`src/rtl/msgpass_buff_rd_ctrl.sv`:
```
// Read-issue stage for the message-pass buffer: issues RAM reads, realigns returned data with its DRC tag
// and buffers results in a credit-protected FIFO. Define MSGPASS_RD_CTRL_ERR_CHK_EN to build the request-stability checker.
module msgpass_buff_rd_ctrl #(
  parameter int unsigned ADDR_WIDTH = 8,
  parameter int unsigned DATA_WIDTH = 32,
  parameter int unsigned DRC_NUM    = 2,
  parameter int unsigned RD_LAT     = 2,
  parameter int unsigned FIFO_DEPTH = 4
) (
  input  logic                  sys_clk,
  input  logic                  rst,
  input  logic                  flush_i,
  input  logic                  rd_rqst_valid_i,
  output logic                  rd_rqst_ready_o,
  input  logic [ADDR_WIDTH-1:0] rd_addr_i,
  input  logic [DRC_NUM-1:0]    is_drc_i,
  output logic                  mem_ren_o,
  output logic [ADDR_WIDTH-1:0] mem_raddr_o,
  input  logic [DATA_WIDTH-1:0] mem_rdata_i,
  output logic                  rd_valid_o,
  input  logic                  rd_ready_i,
  output logic [DATA_WIDTH-1:0] rd_data_o,
  output logic [DRC_NUM-1:0]    rd_drc_o,
  output logic                  err_o
);

  localparam int unsigned PTR_W = $clog2(FIFO_DEPTH);
  localparam int unsigned CNT_W = $clog2(FIFO_DEPTH + 1);

  logic [CNT_W-1:0]      outstanding;
  logic                  accept, push, pop, empty, full;
  logic [RD_LAT-1:0]     pipe_vld;
  logic [DRC_NUM-1:0]    pipe_drc [RD_LAT];
  logic [DATA_WIDTH-1:0] fifo_data [FIFO_DEPTH];
  logic [DRC_NUM-1:0]    fifo_drc  [FIFO_DEPTH];
  logic [PTR_W:0]        wr_ptr, rd_ptr;

  // Credit check uses only the registered counter, so a pop frees its slot one cycle later.
  assign rd_rqst_ready_o = !rst && !flush_i && (outstanding < CNT_W'(FIFO_DEPTH));
  assign accept          = rd_rqst_valid_i && rd_rqst_ready_o;
  assign mem_ren_o       = accept;
  assign mem_raddr_o     = accept ? rd_addr_i : '0;

  assign empty = (wr_ptr == rd_ptr);
  assign full  = (wr_ptr[PTR_W] != rd_ptr[PTR_W]) && (wr_ptr[PTR_W-1:0] == rd_ptr[PTR_W-1:0]);
  assign push  = pipe_vld[RD_LAT-1] && !flush_i;
  assign pop   = !empty && rd_ready_i && !flush_i;

  assign rd_valid_o = !empty;
  assign rd_data_o  = empty ? '0 : fifo_data[rd_ptr[PTR_W-1:0]];
  assign rd_drc_o   = empty ? '0 : fifo_drc[rd_ptr[PTR_W-1:0]];

  always_ff @(posedge sys_clk or posedge rst) begin
    if (rst) begin
      pipe_vld <= '0;
      for (int unsigned i = 0; i < RD_LAT; i++) pipe_drc[i] <= '0;
    end else begin
      for (int unsigned i = RD_LAT - 1; i > 0; i--) begin
        pipe_vld[i] <= pipe_vld[i-1] && !flush_i;
        pipe_drc[i] <= pipe_drc[i-1];
      end
      pipe_vld[0] <= accept;
      pipe_drc[0] <= is_drc_i;
    end
  end

  always_ff @(posedge sys_clk or posedge rst) begin
    if (rst) begin
      wr_ptr      <= '0;
      rd_ptr      <= '0;
      outstanding <= '0;
    end else if (flush_i) begin
      wr_ptr      <= '0;
      rd_ptr      <= '0;
      outstanding <= '0;
    end else begin
      if (push) begin
        assert (!full);
        wr_ptr <= wr_ptr + 1'b1;
      end
      if (pop) rd_ptr <= rd_ptr + 1'b1;
      outstanding <= outstanding + CNT_W'(accept) - CNT_W'(pop);
    end
  end

  // Storage needs no reset: head outputs are masked while the FIFO is empty.
  always_ff @(posedge sys_clk) begin
    if (push) begin
      fifo_data[wr_ptr[PTR_W-1:0]] <= mem_rdata_i;
      fifo_drc[wr_ptr[PTR_W-1:0]]  <= pipe_drc[RD_LAT-1];
    end
  end

`ifdef MSGPASS_RD_CTRL_ERR_CHK_EN
  logic                  stall_q, err_q;
  logic [ADDR_WIDTH-1:0] addr_q;
  logic [DRC_NUM-1:0]    drc_q;

  always_ff @(posedge sys_clk or posedge rst) begin
    if (rst) begin
      stall_q <= 1'b0;
      err_q   <= 1'b0;
      addr_q  <= '0;
      drc_q   <= '0;
    end else begin
      stall_q <= rd_rqst_valid_i && !rd_rqst_ready_o;
      addr_q  <= rd_addr_i;
      drc_q   <= is_drc_i;
      if (stall_q && (!rd_rqst_valid_i || rd_addr_i != addr_q || is_drc_i != drc_q))
        err_q <= 1'b1;
    end
  end

  assign err_o = err_q;
`else
  assign err_o = 1'b0;
`endif

endmodule

```
`config.mk`:
```
export PLATFORM = sky130hd
export DESIGN_NAME = msgpass_buff_rd_ctrl
export DESIGN_NICKNAME = d
export VERILOG_FILES = /design/src/rtl/msgpass_buff_rd_ctrl.sv
export SDC_FILE = /design/constraint.sdc
export NUM_CORES = 1
export LEC_CHECK = 0
export CORE_MARGIN = 2
export CORE_UTILIZATION = 45
export CTS_BUF_LIST = sky130_fd_sc_hd__clkbuf_16
export DETAILED_ROUTE_END_ITERATION = 6
export DONT_BUFFER_PORTS = 1
export PLACE_DENSITY_LB_ADDON = 0.2
export SKIP_LAST_GASP = 1
export SLEW_MARGIN = 30
export SYNTH_ARGS = -nofsm -noshare
export SYNTH_HDL_FRONTEND = slang
export SYNTH_SLANG_ARGS = --single-unit
export TNS_END_PERCENT = 30
```
`constraint.sdc`:
```
create_clock -name sys_clk -period 4.3 [get_ports sys_clk]
set_clock_uncertainty 0.15 [all_clocks]
set_input_delay 0.645 -clock sys_clk [delete_from_list [all_inputs] [get_ports sys_clk]]
set_output_delay 0.645 -clock sys_clk [all_outputs]
set_load 0.005 [all_outputs]
```
==> impl_metrics.json, run 1 <==
{
  "period_share": 0.7465,
  "viasPerCell": 5.536,
  "ys_seq_elements": 151,
  "grt_pass1_vias": 2923,
  "yosys.area_share.xor_xnor": 0.01407,
  "yosys.area_share.simple": 0.07637,
  "synth.distinct_cells": 39,
  "drive_gt1_frac": 0.1389,
  "synth_area_mm2": 0.006226,
  "cp_num_buf_inv": 1,
  "firstDrtPassIters": 4,
  "root_buffer": "clkbuf_16",
  "cts_setup_buffers": 0,
  "ctsLongestPathBuffers": 2,
  "antenna_cells": 0,
  "start_kind": "flop",
  "synth-main-ff-cell": "edfxtp_1",
  "syn-num-nets": 357,
  "nFillCells": 1062,
  "gp_congestion": 0.7008,
  "maxSlewHeadroom": 0.5049,
  "p_leak_nw": 2.350,
  "num_vias": 2768,
  "synth_edf_count": 136,
  "dp_hpwl_um": 5942,
  "wl_per_cell_um": 20.94,
  "setup_viol": 0,
  "synthTopCellsByArea": "edfxtp_1, mux4_1, dfrtp_1, nor2b_1, ha_1",
  "cp.depth": 3,
  "insertion_delay_ns": 0.41,
  "dieArea_mm2": 0.01479,
  "postSynthAreaPerCell_um2": 20.62,
  "synth_top_cell_by_area": "edfxtp_1",
  "drc": 0,
  "cellPowerDensity_mw_per_mm2": 540.2,
  "cts_tree": "built",
  "grt_pass1_wl_um": 16060,
  "synth_top_area_frac": 0.6559,
  "period_needed_ns": 3.210,
  "rsz0062_at_grt": "no",
  "tightest_slew_ns": 0.7370,
  "worst-endpoint-required_ns": 3.50,
  "yosysMostFrequentCell": "edfxtp_1",
  "rows": 42,
  "ant_nets": 0,
  "dp_slack_ns": 1.499,
  "clk_pin_slew_worst_paths_ns": 0.06,
  "numClockSinks": 151,
  "h-tree-depth": 4,
  "cts-resized-gates": 0,
  "max_stage_delay_ns": 0.72,
  "max_cap_violations": 0,
  "syn_inst": 302,
  "grt_antenna_before_repair": 0,
  "path_delay_family": "flip-flops",
  "drt_iter0_markers": 252,
  "grt_max_degree": 39,
  "io_buffers": 0,
  "cp-end-kind": "primary output",
  "cp_max_fo": 21,
  "boundaryPins": 93,
  "finalHoldViolCount": 0,
  "synth_common_cells": "edfxtp_1, mux4_1, nor2b_1",
  "wl_um": 10470,
  "synth_top_family_by_area": "multiplexers",
  "synth_mux_area_frac": 0.1451,
  "area_growth_pct": 12.14,
  "synth_adder_area_share": 0.01728,
  "finish.net_count": 366,
  "status": "finished, final reports clean",
  "hp-class": "in2async",
  "start_util": 0.4646,
  "crit_arrival_ns": 2.41,
  "grt_usage": 0.1505,
  "critPathSlowestCell": "dfrtp_2",
  "core-area_mm2": 0.01340,
  "worstSetupPathType": "reg2out",
  "numCtsBuffers": 17,
  "yosys_warnings": 0,
  "synth-async-reset-ratio": 0.09934,
  "ir_drop_mv": 0.3902,
  "slew_viol_final": 0,
  "die_x_um": 121.6,
  "crit_chain": "buf_4, mux4_1, nor2b_1",
  "reg2reg_depth": 10,
  "fmax_ghz": 0.3115,
  "grt_remaining_overflow": 0,
  "synth_compound_area_frac": 0.007838,
  "dieHeight_um": 121.6,
  "cts_hold_buf": 0,
  "fin_ws_ns": 1.090,
  "fin_tns_setup_ns": 0,
  "synth_seq_area_share": 0.7162
}
layout make-up:
cell class / count / area (um2) / share of cell area
sequential: 151 / 4462 / 0.6391
multi-input combinational: 130 / 1637 / 0.2344
clock buffer: 17 / 425.4 / 0.06093
tap: 176 / 220.2 / 0.03154
clock inverter: 15 / 185.2 / 0.02652
inverter: 8 / 30.03 / 0.004301
timing repair buffer: 3 / 22.52 / 0.003226
worst reg2reg max path, stage by stage, from the launching register on:
cell and delay, ns:
dfrtp_2 0.72, xor2_4 0.30, nor3_4 0.08, nor3b_2 0.17, ha_1 0.24, inv_1 0.05
ha_1 0.13, inv_1 0.05, fa_1 0.37, xnor2_1 0.16, nor2_1 0.05
routing by layer:
layer	up-vias	wire, um	global-route usage
li1	1228	-	-
met2	91	4965	0.2346
met1	1436	4562	0.1894
met5	-	0	0
met3	13	797	0.06835
met4	0	147	0.04885
kinds of logic after synthesis:
kind of cell             after synthesis
XOR/XNOR                               7
buffers and inverters                 21
multiplexers                          35
adder cells (fa/ha/maj)                8
AO/OA/AOI/OAI                          7
AND/OR/NAND/NOR                       72
other                                  1
flip-flops                           151
power by group:
part / internal [mW] / switching (mW)
combinational: 0.287 / 0.283
clock: 0.961 / 0.560
sequential: 1.63 / 0.0542
total: 2.87 / 0.897
flip-flops by register name (all words and copies together), names as in the netlist:
name	flops
fifo_drc	8
fifo_data	128
pipe_vld	2
outstanding	3
rd_ptr	3
pipe_drc	4
wr_ptr	3
path summary, 6_finish.rpt:
check	from	end	slack [ns]
worst max register to register	rd_ptr[0]	outstanding[2]	1.72
worst max-delay path	rd_ptr[0]	rd_data_o[2]	1.09
worst min-delay path	rst	wr_ptr[0]	0.03
worst min register to register	pipe_drc[2]	pipe_drc[0]	0.20
max in group asynchronous	rst	rd_ptr[1]	3.53
min in group sys_clk	is_drc_i[1]	pipe_drc[3]	0.11
per-stage QoR:
| stage | util | total power, mW | std cells | area, um2 | hold slack, ns |
|---|---|---|---|---|---|
| CTS | 0.5209 | 3.827 | 500 | 6980 | 0.04453 |
| global route | 0.5210 | 3.928 | 500 | 6982 | 0.08490 |
| global placement | 0.4751 | 2.294 | 468 | 6366 | 0.1895 |
| finish | 0.5210 | 3.771 | 500 | 6982 | 0.03403 |
| floorplan | - | 2.236 | 302 | 6226 | 0.1812 |
| detailed placement | 0.4754 | 2.304 | 468 | 6370 | 0.1919 |
layout by cell type (no fill, tap or decap), types with 4 or more instances in the layout:
cell,n
and2_4,4
and3_1,9
bufinv_16,4
clkbuf_16,17
clkinvlp_4,4
dfrtp_1,13
edfxtp_1,136
ha_1,7
inv_1,8
mux4_1,34
nand2_1,4
nor2_1,5
nor2b_1,34
No activity file was read; power rests on OpenSTA's default activity.
==> inputs of run 2 (changes only) <==
==> constraint.sdc (replaced) <==
create_clock -name sys_clk -period 3.1 [get_ports sys_clk]
set_clock_uncertainty 0.15 [all_clocks]
set_input_delay 0.465 -clock sys_clk [delete_from_list [all_inputs] [get_ports sys_clk]]
set_output_delay 0.465 -clock sys_clk [all_outputs]
set_load 0.005 [all_outputs]
==> run 2 against run 1 <==
  * Combinational power is 57% higher
  * Via count increased by 4.4%
  * Global-route usage up 0.62 points
  * Non-clock buffer count grew 45
  * Sequential power is 37% higher
  * Total power rose by 33%
  * Worst setup slack lost 0.74 ns
==> impl_metrics.json, run 2 (same netlist as run 1, synthesis figures left out) <==
{
  "status": "finished, final reports clean",
  "grt_pass1_wl_um": 16590,
  "root_buffer": "clkbuf_16",
  "critPathSlowestCell": "mux4_1",
  "drive_gt1_frac": 0.1328,
  "ctsLongestPathBuffers": 2,
  "rows": 42,
  "start_kind": "flop",
  "firstDrtPassIters": 4,
  "max_stage_delay_ns": 0.63,
  "crit_chain": "buf_4, mux4_1, nor2b_1",
  "ant_nets": 0,
  "numClockSinks": 151,
  "finish.net_count": 411,
  "grt_antenna_before_repair": 0,
  "crit_arrival_ns": 2.14,
  "dieArea_mm2": 0.01479,
  "p_leak_nw": 2.535,
  "final_cells": 545,
  "dp_slack_ns": 0.6499,
  "grt_usage": 0.1567,
  "area_growth_pct": 17.52,
  "wl_per_cell_um": 19.64,
  "clk_pin_slew_worst_paths_ns": 0.05,
  "rsz0062_at_grt": "no",
  "p_clk_frac": 0.361,
  "comb_power_share": 0.178,
  "tightest_slew_ns": 0.5977,
  "viasPerCell": 5.301,
  "core-area_mm2": 0.01340,
  "postLayoutCoreUtil": 0.5460,
  "setup_viol": 0,
  "p_seq_frac": 0.461,
  "wl_um": 10700,
  "internal_power_mw": 3.772,
  "cellPowerDensity_mw_per_mm2": 684.0,
  "antenna_cells": 0,
  "fin_tns_setup_ns": 0,
  "num_vias": 2889,
  "h-tree-depth": 4,
  "path_delay_family": "multiplexers",
  "numCtsBuffers": 17,
  "gp_congestion": 0.7441,
  "ir_drop_mv": 0.4453,
  "maxSlewHeadroom": 0.6011,
  "drt_iter0_markers": 163,
  "grt_max_degree": 39,
  "hp-class": "in2reg",
  "worstSetupPathType": "reg2out",
  "p_sw_mw": 1.233,
  "boundaryPins": 93,
  "swShare": 0.2463,
  "final_common_cell": "edfxtp_1",
  "grt_remaining_overflow": 0,
  "io_buffers": 0,
  "largest_register_ffs": 128,
  "worst-endpoint-required_ns": 2.48,
  "start_util": 0.4646,
  "cts_tree": "built",
  "p_total_mw": 5.005,
  "fin_ws_ns": 0.3479,
  "drc": 0,
  "fmax_ghz": 0.3634,
  "dp.cells": 477,
  "slew_viol_final": 0,
  "cp_num_buf_inv": 1,
  "cp_max_fo": 17,
  "grt_pass1_vias": 3018,
  "period_needed_ns": 2.752,
  "dp_hpwl_um": 6494,
  "die_x_um": 121.6,
  "insertion_delay_ns": 0.41,
  "dieHeight_um": 121.6,
  "period_share": 0.8878,
  "finalHoldViolCount": 0,
  "final_cell_mix": "edfxtp_1, dlygate4sd3_1, mux4_1, nor2b_1, clkbuf_16",
  "cp-end-kind": "primary output",
  "max_cap_violations": 0
}
-- run 2: cell types whose count changed in the layout (fill, tap and decap cells not counted) --
cell,change
and2_2,+4
and2_4,-4
buf_4,+9
bufinv_16,-3
clkinv_1,+1
clkinv_2,+1
clkinvlp_4,-4
dlygate4sd3_1,+36
inv_1,+4
inv_6,+1
-- run 2: worst reg2reg max path: cells and delay by family (launching register included) --
| family | cells | cell delay (ns) |
|---|---|---|
| and+or+nand+nor | 3 | 0.27 |
| buffers and inverters | 2 | 0.11 |
| adders and majority gates | 3 | 0.76 |
| xor gates and xnor gates | 2 | 0.59 |
| DFF | 1 | 0.45 |
-- run 2: cell type report --
| type | count | area [um2] |
|---|---|---|
| clock buffers | 17 | 425.4 |
| clock inverters | 15 | 97.59 |
| fillers | 1061 | 6083 |
| inverters | 8 | 30.03 |
| multi-input cells | 130 | 1632 |
| flip-flops and latches | 151 | 4462 |
| well taps | 176 | 220.2 |
| repair buffers | 48 | 450.4 |
-- run 2: timing repair --
item                                    CTS  global route
hold endpoints to repair                153             0
endpoints found under the setup margin    0             0
resized for setup                         0             0
hold buffers                             36             0
buffers inserted                          0             0
-- run 2: routing by layer --
metal / track usage / wire (um) / vias to the layer above
li1: - / - / 1330
met1: 0.1920 / 4544 / 1466
met2: 0.2563 / 5361 / 84
met3: 0.05524 / 656 / 9
met4: 0.06250 / 142 / 0
met5: 0 / 0 / -
-- run 2: worst paths after layout --
kind,startpoint,to,slack [ns],cells after the start
max in group asynchronous,rst,rd_ptr[1],1.96,2
min in group asynchronous,rst,outstanding[1],0.42,2
worst min register to register,pipe_drc[3],pipe_drc[1],0.20,0
worst min-delay path,rd_ready_i,rd_ptr[0],0.09,1
worst max register to register,wr_ptr[1],outstanding[2],0.64,10
worst max-delay path,rd_ptr[0],rd_data_o[22],0.35,3
-- run 2: stage by stage --
| stage | instance area, um2 | hold slack [ns] |
|---|---|---|
| 3_3_place_gp | 6434 | 0.1924 |
| 4_1_cts | 7317 | 0.07054 |
| 6_report | 7317 | 0.08659 |
| 3_5_place_dp | 6434 | 0.1871 |
| 2_1_floorplan | 6226 | 0.1812 |
| 5_1_grt | 7317 | 0.07514 |
-- run 2: power by group through the flow --
stage | clock network, mW | logic [mW] | registers (mW)
finish | 1.81 | 0.893 | 2.31
global route | 1.93 | 0.983 | 2.31
CTS | 1.84 | 0.924 | 2.31
detailed placement | 0 | 0.867 | 2.35
global placement | 0 | 0.856 | 2.35
floorplan | 0 | 0.787 | 2.31
